$ cat config.mk
export PLATFORM = sky130hd
export DESIGN_NAME = rand_arbiter
export DESIGN_NICKNAME = d
export VERILOG_FILES = /design/src/rtl/rand_arbiter.sv
export SDC_FILE = /design/constraint.sdc
export NUM_CORES = 1
export LEC_CHECK = 0
export ABC_AREA = 1
export ABC_CLOCK_PERIOD_IN_PS = 1600
export CAP_MARGIN = 0
export CORE_MARGIN = 2
export CORE_UTILIZATION = 40
export DETAILED_ROUTE_END_ITERATION = 7
export PLACE_DENSITY = 0.68
export SLEW_MARGIN = 0
export SYNTH_ARGS = -nofsm -noshare
export SYNTH_HDL_FRONTEND = slang
export SYNTH_SLANG_ARGS = --single-unit
$ cat constraint.sdc
create_clock -name clock -period 1.6 [get_ports clock]
set_input_delay 0.48 -clock clock [delete_from_list [all_inputs] [get_ports clock]]
set_output_delay 0.48 -clock clock [all_outputs]
set_load 0.01 [all_outputs]
$ cat src/rtl/rand_arbiter.sv
// Round-robin arbiter sharing one random-number generator between several requesters.
// Each grant pulses gen_start once, captures the burst and hands it over with valid/ack.
module rand_arbiter #(
    parameter int NUM_REQ     = 3,
    parameter int NUMLEN      = 4,
    parameter int RCOUNT      = 4,
    parameter int ACK_TIMEOUT = 15
) (
    input  logic                       clock,
    input  logic                       reset,
    input  logic [NUM_REQ-1:0]         req,
    input  logic [NUM_REQ-1:0]         ack,
    output logic [NUM_REQ-1:0]         gnt,
    output logic [NUM_REQ-1:0]         rvalid,
    output logic [NUMLEN*RCOUNT-1:0]   rdata,
    output logic                       gen_start,
    input  logic [NUMLEN*RCOUNT-1:0]   gen_randoms,
    output logic                       busy,
    output logic                       drop
);
    localparam int DW = NUMLEN * RCOUNT;
    localparam int PW = (NUM_REQ > 1) ? $clog2(NUM_REQ) : 1;
    localparam int TW = (ACK_TIMEOUT > 0) ? $clog2(ACK_TIMEOUT + 1) : 1;

    typedef enum logic [1:0] {IDLE, ISSUE, CAPTURE, DELIVER} state_t;

    state_t            state, state_d;
    logic [NUM_REQ-1:0] gnt_d, rvalid_d;
    logic [DW-1:0]     rdata_d;
    logic [PW-1:0]     ptr, ptr_d, g, g_d, sel;
    logic [TW-1:0]     tcnt, tcnt_d;
    logic              drop_d, found, timeout, done;

    // First requester at or after ptr, wrapping.
    always_comb begin
        found = 1'b0;
        sel   = '0;
        for (int i = 0; i < NUM_REQ; i++) begin
            if (!found && req[(int'(ptr) + i) % NUM_REQ]) begin
                found = 1'b1;
                sel   = PW'((int'(ptr) + i) % NUM_REQ);
            end
        end
    end

    assign timeout = (ACK_TIMEOUT != 0) && (tcnt == TW'(ACK_TIMEOUT - 1));
    assign done    = ack[g] || timeout;

    always_comb begin
        state_d  = state;
        gnt_d    = gnt;
        rvalid_d = rvalid;
        rdata_d  = rdata;
        ptr_d    = ptr;
        g_d      = g;
        tcnt_d   = tcnt;
        drop_d   = 1'b0;
        case (state)
            IDLE: begin
                if (found) begin
                    g_d = sel;
                    for (int i = 0; i < NUM_REQ; i++) gnt_d[i] = (sel == PW'(i));
                    state_d = ISSUE;
                end
            end
            ISSUE: state_d = CAPTURE;
            CAPTURE: begin
                rdata_d  = gen_randoms;
                rvalid_d = gnt;
                tcnt_d   = '0;
                state_d  = DELIVER;
            end
            DELIVER: begin
                if (done) begin
                    gnt_d    = '0;
                    rvalid_d = '0;
                    ptr_d    = (g == PW'(NUM_REQ - 1)) ? '0 : g + 1'b1;
                    // Ack on the last allowed cycle still counts as a normal completion.
                    drop_d   = !ack[g];
                    state_d  = IDLE;
                end else begin
                    tcnt_d = tcnt + 1'b1;
                end
            end
            default: state_d = IDLE;
        endcase
    end

    always_ff @(posedge clock or posedge reset) begin
        if (reset) begin
            state  <= IDLE;
            gnt    <= '0;
            rvalid <= '0;
            rdata  <= '0;
            ptr    <= '0;
            g      <= '0;
            tcnt   <= '0;
            drop   <= 1'b0;
        end else begin
            state  <= state_d;
            gnt    <= gnt_d;
            rvalid <= rvalid_d;
            rdata  <= rdata_d;
            ptr    <= ptr_d;
            g      <= g_d;
            tcnt   <= tcnt_d;
            drop   <= drop_d;
        end
    end

    assign gen_start = (state == ISSUE);
    assign busy      = (state != IDLE);

endmodule

==> flow_summary_export.csv, run 1 <==
group,metric,value,unit
final_layout,antennaDiodeCount,0,
global_routing,grt_usage,17.1,%
final_layout,regArea,827,um^2
global_routing,overflow,0,
final_layout,final_util,63.0,%
pwr,peakVddDrop,1.05,mV
clock_tree,root_buffer,"clkbuf_8",
die,die-area,0.00485,mm^2
sta,max-slew-margin-rel,85.5,%
sta,max_freq,631,MHz
clock_tree,clock_latency,0.29,ns
hold_path,hold_depth,2,
pwr,p_per_area,1960,mW/mm^2
synthesis,synth_top_area_share,47.9,%
sta,rsz0062_at_grt,"yes",
clock_tree,cts_tree,"yes",
die,fp-row-count,23,
hold_path,hold_path_class,"flip-flop to flip-flop",
placement,globalplace.congestion,0.832,
critical_path,rrSetupSlack,0.02,ns
synthesis,synth-main-ff-cell,"dfrtp_1",
synthesis,synth_edf_count,0,
synthesis,synth-simple-area-share,32.4,%
die,start_util,42.2,%
detailed_routing,drtPass1Iterations,4,
synthesis,synthAdderAreaFrac,7.26,%
final_layout,fill_cells,389,
synthesis,synth_area_per_cell,7.87,um^2
synthesis,synth.most_common_cell,"nand2_1",
critical_path,r2r-start,"ptr[1]",
sta,finalHoldViolations,0,
final_layout,area_growth_syn_to_layout,49.5,%
final_layout,layout.nets,325,
final_layout,final_area,0.00257,mm^2
detailed_routing,wire_per_inst,11.2,um
clock_tree,htree_levels,2,
critical_path,r2r_cells,12,
critical_path,cp-end-kind,"flip-flop",
sta,tightest_slew,0.217,ns
detailed_routing,drt_iter0_drc,92,
clock_tree,clk_pin_slew,0.07,ns
synthesis,synth_common_cells,"88 x nand2_1, 33 x dfrtp_1, 22 x inv_1",
clock_tree,clkSinkCount,33,
detailed_routing,vias_per_cell,4.63,
global_routing,grt_pass1_vias,1507,
synthesis,synth_compound_area_share,5.30,%
sta,setup_violations,0,
hold_path,min_from,"rdata[14]",
detailed_routing,drc_errors,0,
placement,portBuffers,48,
die,die_y,69.6,um
synthesis,ys_seq_elements,33,
global_routing,antenna_found_initial,0,
sta,setup_ws,0.0158,ns
synthesis,synthXorXnorAreaFrac,0.508,%
synthesis,yosys_warnings,0,
sta,final.setup_skew,0.00852,ns
sta,period_minus_slack,1.58,ns
sta,period_share,99.0,%
synthesis,async_reset_ff_share,100,%
detailed_routing,final_antenna_net_count,0,
critical_path,required,1.77,ns
die,die_x,69.6,um
critical_path,crit_type,"flip-flop to flip-flop",
placement,detailed_place_hpwl,2.75,mm
detailed_routing,dr_total_vias,1584,
synthesis,syn_area,0.00172,mm^2
synthesis,synth_mux_area_share,0,%
run,maxCapViolCount,0,
outcome,outcome,"complete, no violations",
placement,pre_cts_slack,-0.271,ns
synthesis,syn-num-nets,253,
critical_path,rr_endpoint,"gnt[1]",
synthesis,synth_top_area_cell,"dfrtp_1",
synthesis,ys_seq_area_share,47.9,%
global_routing,grt_pass1_wl,6.64,mm
clock_tree,hold_buffers,0,
sta,drv_slew,0,
final_layout,multi_input_area,882,um^2
global_routing,grt_max_degree,34,
final_layout,drive_gt1_share,22.3,%
synthesis,syn_inst,219,
pwr,leakage,0.00137,uW
die,coreArea,0.00409,mm^2
clock_tree,cts_made_buffers,5,
synthesis,ys_types,24,
critical_path,startpoint,"ptr[1]",
clock_tree,cts_buffer_depth,2,
placement,place_area,0.00241,mm^2
die,io_pins,49,
critical_path,crit_arrival,1.76,ns
synthesis,synth_top_family_by_area,"simple AND/OR/NAND/NOR gates",
synthesis,synth_area_leaders,"dfrtp_1 48%, nand2_1 19%, ha_1 7.3%",
critical_path,crit_fanout,6,
critical_path,critPathCapture,"gnt[1]",
critical_path,start_kind,"flip-flop",
detailed_routing,wirelength,3.84,mm
metal layers:
| layer | vias to the layer above | global-route usage [%] | wire length [um] |
|---|---|---|---|
| met5 | - | 0 | 0 |
| met4 | 0 | 5.77 | 51 |
| met3 | 5 | 6.25 | 273 |
| met2 | 42 | 27.1 | 1790 |
| met1 | 710 | 21.6 | 1730 |
| li1 | 827 | - | - |
flip-flops by register name, summed over array words and instances, names as in the netlist:
name and count:
drop 1, g 2, gnt 3, ptr 2
rdata 16, rvalid 3, state 2, tcnt 4
cell type report:
cell class                      count  share of cell area, %
Multi-Input combinational cell    156                   34.3
Clock inverter                      2                  0.389
Tap cell                           50                   2.43
Sequential cell                    33                   32.1
Inverter                           27                   4.03
Clock buffer                        6                   2.82
Timing Repair Buffer               68                   24.0
cells in the final DEF (no fill, tap or decap), types with 3 or more instances in the layout:
cell / instances
o21ai_1: 6
dlygate4sd2_1: 23
nand2_1: 85
ha_4: 6
inv_1: 14
inv_2: 12
nand2_2: 7
dfrtp_1: 32
ha_1: 4
nor2_1: 10
buf_4: 18
a21oi_1: 3
clkdlybuf4s50_1: 22
clkbuf_8: 5
nand3_1: 19
cells by family after synthesis:
logic type,after synthesis
AND/OR/NAND/NOR,129
flip-flops,33
buffers and inverters,30
AO/OA/AOI/OAI,16
adder cells (fa/ha/maj),10
XOR/XNOR,1
report_power, final:
| part | total (uW) | internal [uW] | leakage, uW | switching (uW) |
|---|---|---|---|---|
| combinational | 3030 | 1360 | 0.000908 | 1670 |
| clock | 602 | 301 | 0.0000450 | 301 |
| sequential | 1400 | 1190 | 0.000417 | 211 |
through the flow:
step | TNS (ns) | power (uW) | hold WS (ns) | cells
floorplan | 0 | 3040 | 0.474 | 219
global placement | -2.50 | 4280 | 0.452 | 333
detailed placement | -2.85 | 4300 | 0.457 | 333
CTS | 0 | 4900 | 0.471 | 342
global route | -0.283 | 5520 | 0.495 | 342
finish | 0 | 5040 | 0.464 | 342
how the worst min path moves through the flow:
stage                end  slack (ns)
6_report       rdata[14]        0.46
5_1_grt        rdata[12]        0.50
4_1_cts        rdata[14]        0.47
3_5_place_dp   rdata[14]        0.46
3_3_place_gp   rdata[15]        0.45
2_1_floorplan     ptr[0]        0.47
what timing repair did:
| action | in CTS | in global routing |
|---|---|---|
| buffers inserted | 1 | 0 |
| setup endpoints to repair | 32 | 9 |
| resized for setup | 47 | 19 |
| pin swaps | 1 | 5 |
worst max-delay path, stage by stage, from the launching register on:
cell	delay (ns)
dfrtp_2	0.44
ha_4	0.32
inv_4	0.05
nand2_2	0.05
nand3_2	0.06
nand2_2	0.07
nand2_2	0.06
inv_2	0.07
nand3_4	0.09
nand2_4	0.11
inv_1	0.04
nand3_1	0.06
nand2_1	0.05
Note: power is estimated with default switching activity, not from simulation.
==> run 2: changes to the inputs <==
--- a/config.mk
+++ b/config.mk
@@ -10,6 +10,7 @@
 export CAP_MARGIN = 0
 export CORE_MARGIN = 2
 export CORE_UTILIZATION = 40
+export CTS_CLUSTER_SIZE = 24
 export DETAILED_ROUTE_END_ITERATION = 7
 export PLACE_DENSITY = 0.68
 export SLEW_MARGIN = 0
==> results of run 2 <==
Final layout, timing and power as in run 1 (identical DEF).
==> run 3: changes to the inputs <==
--- a/config.mk
+++ b/config.mk
@@ -7,11 +7,12 @@
 export LEC_CHECK = 0
 export ABC_AREA = 1
 export ABC_CLOCK_PERIOD_IN_PS = 1600
-export CAP_MARGIN = 0
 export CORE_MARGIN = 2
 export CORE_UTILIZATION = 40
+export CTS_BUF_LIST = sky130_fd_sc_hd__clkbuf_2
 export CTS_CLUSTER_SIZE = 24
 export DETAILED_ROUTE_END_ITERATION = 7
+export GPL_ROUTABILITY_DRIVEN = 0
 export PLACE_DENSITY = 0.68
 export SLEW_MARGIN = 0
 export SYNTH_ARGS = -nofsm -noshare
==> run 3 against run 2 <==
Compared with the run above: the flow now finishes with violations (setup timing); register-to-register slack lost 0.02 ns; power grew 5.3%; cell area grew 3.5%; first-iteration DRC count grew 27%; sequential share of layout area shrank 1.1 points; critical path type is now flip-flop to primary output; highest routed layer unchanged.
==> flow_summary_export.csv, run 3 (synthesis gave the netlist of run 1 again) <==
group,metric,value,unit
outcome,outcome,"complete, but fails checks",
outcome,violations,"setup timing",
detailed_routing,drtPass1Iterations,4,
critical_path,crit_fanout,2,
global_routing,antenna_found_initial,0,
sta,drv_slew,0,
critical_path,crit_type,"flip-flop to primary output",
clock_tree,cts_tree,"yes",
pwr,leakage,0.00137,uW
final_layout,final_common_cell,"nand2_1",
final_layout,instances_no_fill,352,
sta,final.setup_skew,0.0192,ns
sta,rsz0062_at_grt,"yes",
global_routing,grt_pass1_wl,7.12,mm
final_layout,multi_input_area,885,um^2
sta,max-slew-margin-rel,85.3,%
die,die_x,69.6,um
pwr,p_per_area,1990,mW/mm^2
die,coreArea,0.00409,mm^2
critical_path,cp-end-kind,"primary output",
final_layout,layout.nets,335,
detailed_routing,final_antenna_net_count,0,
global_routing,grt_max_degree,34,
placement,portBuffers,48,
critical_path,required,1.12,ns
final_layout,regArea,827,um^2
critical_path,cp_slowest_cell,"dfrtp_1",
detailed_routing,wire_per_inst,12.0,um
pwr,peakVddDrop,0.902,mV
sta,setup_ws,-0.0845,ns
hold_path,hold_path_class,"input pin to async pin",
clock_tree,hold_buffers,0,
clock_tree,cts_buffer_depth,2,
clock_tree,clk_pin_slew,0.18,ns
clock_tree,cts_made_buffers,5,
placement,detailed_place_hpwl,2.89,mm
final_layout,regMostFlops,"rdata",
sta,period_minus_slack,1.68,ns
clock_tree,root_buffer,"clkbuf_2",
detailed_routing,dr_total_vias,1657,
clock_tree,htree_levels,2,
die,io_pins,49,
final_layout,fill_cells,344,
detailed_routing,wirelength,4.21,mm
global_routing,grt_pass1_vias,1620,
sta,tightest_slew,0.219,ns
die,start_util,42.2,%
placement,pre_cts_slack,-0.265,ns
sta,finalHoldViolations,0,
clock_tree,clock_latency,0.39,ns
critical_path,crit_chain,"buf_6 > ha_4 > buf_6",
global_routing,grt_usage,18.5,%
critical_path,cp_common_cell,"buf_6",
final_layout,drive_gt1_share,27.8,%
detailed_routing,vias_per_cell,4.71,
final_layout,reg.largest.list,"rdata: 16 flops, tcnt: 4 flops",
sta,max_freq,594,MHz
final_layout,largest_reg_flops,16,
sta,period_share,105,%
die,die_y,69.6,um
critical_path,start_kind,"flip-flop",
final_layout,mostFrequentLayoutCells,"82 x nand2_1, 32 x dfrtp_1, 27 x buf_4, 23 x clkdlybuf4s50_1, 21 x clkdlybuf4s15_1",
clock_tree,clkSinkCount,33,
detailed_routing,drc_errors,0,
final_layout,area_growth_syn_to_layout,54.8,%
global_routing,overflow,0,
detailed_routing,drt_iter0_drc,117,
sta,setup_violations,2,
die,die-area,0.00485,mm^2
placement,dp_cells,333,
sta,hold_ws,0.396,ns
final_layout,antennaDiodeCount,0,
run,maxCapViolCount,0,
critical_path,crit_arrival,1.20,ns
die,fp-row-count,23,
critical_path,crit_path_max_incr_delay,0.44,ns
## run 3: per-layer routing
metal	track usage [%]	wire, um
met1	22.3	1800
met4	8.12	52
met5	0	0
met2	30.7	2060
met3	5.67	292
## run 3: cell type report
type	count	area share, %
clock inverters	2	1.27
repair buffers	78	27.1
inverters	27	3.99
well taps	50	2.35
clock buffers	6	1.13
flip-flops and latches	33	31.0
multi-input cells	156	33.2
## run 3: what timing repair did
action / in CTS / in global routing
setup endpoints to repair: 32 / 37
pin swaps: 3 / 8
setup buffers: 5 / 6
resized for setup: 55 / 43
## run 3: worst max-delay path, delay by kind of cell, from the launching register on
family | cells | cell delay (ns)
buf+inv | 2 | 0.24
fa+ha+maj | 1 | 0.14
flops | 1 | 0.44
## run 3: path summary, 6_finish.rpt
check / startpoint / to / slack (ns) / cells past startpoint
min in group clock: rdata[14] / rdata[14] / 0.49 / 2
worst max-delay path: state[0] / gen_start / -0.08 / 3
worst max register to register: ptr[1] / gnt[1] / 0 / 12
worst min register to register: rdata[14] / rdata[14] / 0.49 / 2
max in group asynchronous: reset / rdata[2] / 1.00 / 3
worst min-delay path: reset / rvalid[1] / 0.40 / 3
## run 3: power breakdown
| group | switching [uW] | internal (uW) | total (uW) |
|---|---|---|---|
| Clock | 290 | 267 | 556 |
| Sequential | 220 | 1190 | 1410 |
| Combinational | 1790 | 1550 | 3340 |
| Total | 2300 | 3000 | 5300 |
## run 3: metrics by stage
stage / util [%] / TNS [ns] / power [uW] / instance area [um^2]
2_1_floorplan: - / 0 / 3040 / 1720
4_1_cts: 62.5 / -0.197 / 5010 / 2550
3_3_place_gp: 58.9 / -2.48 / 4280 / 2410
5_1_grt: 65.2 / -0.738 / 5780 / 2670
6_report: 65.2 / -0.149 / 5300 / 2670
3_5_place_dp: 58.9 / -3.03 / 4340 / 2410
